[src/rtl/uart_rx.sv]
// 8N1 UART receiver: two-flop input synchronizer, mid-bit sampling FSM and
// registered word/strobe outputs. A low stop bit parks the FSM until the line returns high.
module uart_rx #(
    parameter int CLKS_PER_BIT = 16,
    parameter int DATA_BITS    = 8
) (
    input  logic                 clk,
    input  logic                 rst,
    input  logic                 din,
    output logic [DATA_BITS-1:0] dout,
    output logic                 rx_done,
    output logic                 frame_err,
    output logic                 busy
);
    localparam int CW = $clog2(CLKS_PER_BIT);
    localparam int IW = $clog2(DATA_BITS + 1);
    localparam logic [CW-1:0] CNT_HALF = CW'(CLKS_PER_BIT / 2 - 1);
    localparam logic [CW-1:0] CNT_LAST = CW'(CLKS_PER_BIT - 1);
    localparam logic [IW-1:0] IDX_LAST = IW'(DATA_BITS - 1);

    typedef enum logic [2:0] {IDLE, START, DATA, STOP, BREAK} state_t;

    state_t               state_reg, state_next;
    logic [1:0]           sync_reg;
    logic                 din_s;
    logic [CW-1:0]        cnt_reg, cnt_next;
    logic [IW-1:0]        bit_idx_reg, bit_idx_next;
    logic [DATA_BITS-1:0] shift_reg, shift_next;
    logic [DATA_BITS-1:0] dout_reg, dout_next;
    logic                 rx_done_reg, rx_done_next;
    logic                 frame_err_reg, frame_err_next;

    assign din_s = sync_reg[1];

    // Synchronizer presets high so reset looks like an idle line.
    always_ff @(posedge clk or posedge rst) begin
        if (rst) begin
            sync_reg      <= 2'b11;
            state_reg     <= IDLE;
            cnt_reg       <= '0;
            bit_idx_reg   <= '0;
            shift_reg     <= '0;
            dout_reg      <= '0;
            rx_done_reg   <= 1'b0;
            frame_err_reg <= 1'b0;
        end else begin
            sync_reg      <= {sync_reg[0], din};
            state_reg     <= state_next;
            cnt_reg       <= cnt_next;
            bit_idx_reg   <= bit_idx_next;
            shift_reg     <= shift_next;
            dout_reg      <= dout_next;
            rx_done_reg   <= rx_done_next;
            frame_err_reg <= frame_err_next;
        end
    end

    always_comb begin
        state_next = state_reg;
        case (state_reg)
            IDLE:  if (!din_s) state_next = START;
            START: if (cnt_reg == CNT_HALF) state_next = din_s ? IDLE : DATA;
            DATA:  if (cnt_reg == CNT_LAST && bit_idx_reg == IDX_LAST) state_next = STOP;
            STOP:  if (cnt_reg == CNT_LAST) state_next = din_s ? IDLE : BREAK;
            BREAK: if (din_s) state_next = IDLE;
            default: state_next = IDLE;
        endcase
    end

    always_comb begin
        cnt_next       = '0;
        bit_idx_next   = bit_idx_reg;
        shift_next     = shift_reg;
        dout_next      = dout_reg;
        rx_done_next   = 1'b0;
        frame_err_next = 1'b0;
        case (state_reg)
            START: begin
                cnt_next = cnt_reg + CW'(1);
                if (cnt_reg == CNT_HALF) begin
                    cnt_next     = '0;
                    bit_idx_next = '0;
                end
            end
            DATA: begin
                cnt_next = cnt_reg + CW'(1);
                if (cnt_reg == CNT_LAST) begin
                    // Right shift: the first bit received ends up in bit 0.
                    cnt_next     = '0;
                    shift_next   = {din_s, shift_reg[DATA_BITS-1:1]};
                    bit_idx_next = bit_idx_reg + IW'(1);
                end
            end
            STOP: begin
                cnt_next = cnt_reg + CW'(1);
                if (cnt_reg == CNT_LAST) begin
                    cnt_next = '0;
                    if (din_s) begin
                        dout_next    = shift_reg;
                        rx_done_next = 1'b1;
                    end else begin
                        frame_err_next = 1'b1;
                    end
                end
            end
            default: cnt_next = '0;
        endcase
    end

    assign dout      = dout_reg;
    assign rx_done   = rx_done_reg;
    assign frame_err = frame_err_reg;
    assign busy      = (state_reg != IDLE);
endmodule

[config.mk]
export PLATFORM = sky130hd
export DESIGN_NAME = uart_rx
export DESIGN_NICKNAME = d
export VERILOG_FILES = /design/src/rtl/uart_rx.sv
export SDC_FILE = /design/constraint.sdc
export NUM_CORES = 1
export LEC_CHECK = 0
export CAP_MARGIN = 10
export CORE_UTILIZATION = 47
export CTS_CLUSTER_DIAMETER = 200
export CTS_CLUSTER_SIZE = 14
export DETAILED_ROUTE_END_ITERATION = 16
export PLACE_DENSITY = 0.67
export SYNTH_ARGS = -nofsm -noshare
export SYNTH_HDL_FRONTEND = slang
export SYNTH_SLANG_ARGS = --single-unit
export TNS_END_PERCENT = 100
[constraint.sdc]
create_clock -name clk -period 3.2 [get_ports clk]
set_input_delay 0.8 -clock clk [delete_from_list [all_inputs] [get_ports clk]]
set_output_delay 0.8 -clock clk [all_outputs]
set_load 0.005 [all_outputs]
==> flow_summary.ini <==
[worst_setup_path]
worstPathMaxFanout = 13
crit_type = reg -> out
cp_slowest_cell = dfrtp_1
crit_arrival_ns = 1.79
rr_startpoint = state_reg[1]
critPathCaptureType = output pin
startpoint_type = register
crit_family = flip-flops
worst_ep_required_time_ns = 2.40
crit_chain = or3_2 -> clkdlybuf4s50_1
cp_num_buf_inv = 1
reg2reg_to = shift_reg[4]
regToRegSetupSlack_ns = 1.33
slowest_delay_ns = 0.55
r2r_cells = 3

[status]
outcome = finished, final reports clean

[routing]
firstDrtPassIters = 4
drtAntennaViolNets = 0
drc = 0
routed_wl_mm = 2.17
wire_per_inst_um = 14.3
detail_route.iter0.violations = 20
num_vias = 846
viasPerCell = 5.57

[min_path]
hold-path-cell-count = 0
holdCritPathClass = reg -> reg
hold_start = sync_reg[0]
min_to = sync_reg[1]

[grt]
grt_pass1_wl_mm = 3.84
grt_max_degree = 32
overflow = 0
grt.total_usage_pct = 16.7
grt_pass1_vias = 839
antenna_found_initial = 0

[timing]
finalClockSkew_ns = 0.00807
rsz0062_at_grt = false
period_minus_slack_ns = 2.59
finalSetupViolCount = 0
relSlewSlack_pct = 68.7
worst_pin_slew_ns = 0.468
finalCritPeriodShare_pct = 81.1
holdWs_ns = 0.362
hold_violations = 0
drv_slew = 0
setup_tns_ns = 0
fmax_ghz = 0.385

[finish]
layout-drive-gt1-share_pct = 26.4
fin_area_um2 = 1550
area_delta_synth_final_pct = 14.8
layout.cells.non_filler = 152
seqCellArea_um2 = 778
antenna_cells = 0
finalNetCount = 126
nFillCells = 238
multi_input_area_um2 = 520

[clock_network]
cts_root_buf = clkbuf_4
post_cts_buffers = 0
cts_buffers = 5
clock_sinks = 31
cts_resized = 0
cts_tree = built
cts_hold_buf = 0
clock_latency_ns = 0.33
htreeDepth = 2
cts_buffer_depth = 2
clkTransAtPathRegs_ns = 0.10

[pwr]
ir_worst_vdd_uv = 433
pwr-share-clk_pct = 24.5
finalPower_mw = 0.941
combPwrFrac_pct = 20.8
p_int_mw = 0.644
switchingPower_mw = 0.298
pwr_density_cell_nw_per_um2 = 609
power_leakage_nw = 0.741
sw_frac_of_total_pct = 31.6
p_seq_share_pct = 54.6

[synthesis]
yosysUniqueCellTypes = 34
syn-cell-area_um2 = 1350
synthArstFlopShare_pct = 100
yosysSeqAreaShare_pct = 57.8
synth_area_per_cell_um2 = 13.0
synth_enable_flop_cells = 0
ys.flop_type = dfrtp_1
yosys_register_bits = 31
synth_top_area_cell = dfrtp_1
yosysWarnings = 0
synthTopCellsByArea = dfrtp_1, mux2_2, dfstp_2
synth_nets = 109
synthCells = 104
synth.top_cell.area_share_pct = 53.9

[floorplan]
initial_core_util_pct = 49.3
core_um2 = 2730
die_w_um = 55.5
die_area_um2 = 3090
die_y_um = 55.5
rows = 19
ioPinCount = 14

[job]
drv_cap = 0

[place]
io_buffer_count = 13
placed_area_um2 = 1490
hpwlAfterDp_mm = 1.42
place_congestion = 0.739
placed_cells = 145
Yosys cell counts, types with 2 or more instances:
library cell,n
a21oi_1,2
a311oi_1,2
and2_1,2
buf_6,2
dfrtp_1,29
dfstp_2,2
ha_1,2
inv_1,4
mux2_2,16
nand2_1,7
nand3_1,4
nand3b_1,2
nor2_1,4
nor3_1,3
o21ai_0,2
xnor2_1,3
worst max path at each step:
stage | startpoint | cells after the start | slack (ns) | endpoint
after global routing | state_reg[2] | 2 | 0.54 | busy
final | state_reg[2] | 2 | 0.61 | busy
after global placement | state_reg[2] | 2 | 1.0 | busy
after CTS | state_reg[0] | 2 | 0.59 | busy
after floorplan | state_reg[2] | 2 | 1.37 | busy
after detailed placement | state_reg[2] | 2 | 0.97 | busy
power by group through the flow:
stage / clock [mW] / sequential, mW / combinational [mW]
3_3_place_gp: 0 / 0.515 / 0.193
6_report: 0.231 / 0.514 / 0.196
3_5_place_dp: 0 / 0.522 / 0.195
4_1_cts: 0.241 / 0.514 / 0.198
2_1_floorplan: 0 / 0.473 / 0.223
5_1_grt: 0.257 / 0.526 / 0.213
layer usage:
metal  GRT usage [%]  vias to the layer above  part of all wire, %  wire length [µm]
met4            9.64                        0                  3.3                71
met2            24.1                       20                   47              1010
li1                -                      398                    -                 -
met5               0                        -                    0                 0
met1            20.8                      421                   46               986
met3            7.26                        7                  4.6                99
layout make-up:
type / count / area share [%]
flip-flops and latches: 31 / 50.3
multi-input cells: 65 / 33.7
repair buffers: 14 / 8.90
clock buffers: 6 / 3.32
well taps: 31 / 2.51
inverters: 4 / 0.971
clock inverters: 1 / 0.324
cells by family after synthesis:
kind of cell | share of synthesized area, %
buffers and inverters | 3.62
multiplexers | 15.2
flip-flops | 57.8
XOR/XNOR | 1.95
AO/OA/AOI/OAI | 5.02
AND/OR/NAND/NOR | 14.6
adder cells (fa/ha/maj) | 1.86
cells in the final DEF (no fill, tap or decap), drive strengths merged, types with 2 or more instances in the layout:
| cell type | count |
|---|---|
| and2 | 2 |
| a21oi | 2 |
| nand3 | 5 |
| nand3b | 2 |
| clkbuf | 6 |
| a311oi | 2 |
| ha | 2 |
| nand2 | 7 |
| dfrtp | 29 |
| clkdlybuf4s50 | 13 |
| inv | 4 |
| dfstp | 2 |
| mux2 | 17 |
| nor3 | 4 |
| o21ai | 2 |
| nor2 | 4 |
| xnor2 | 3 |
worst register-to-register path, cell delays in order, from the launching register on:
cell and delay [ns]:
dfrtp_1 0.55, or2b_2 0.39, nor3_4 0.43, mux2_2 0.39
through the flow:
stage                     setup slack [ns]  utilization, %
after global placement               0.995            54.5
after CTS                            0.590            56.6
after detailed placement             0.975            54.5
after floorplan                       1.37               -
final                                0.606            56.6
after global routing                 0.542            56.6
(Power assumes the default switching activity.)
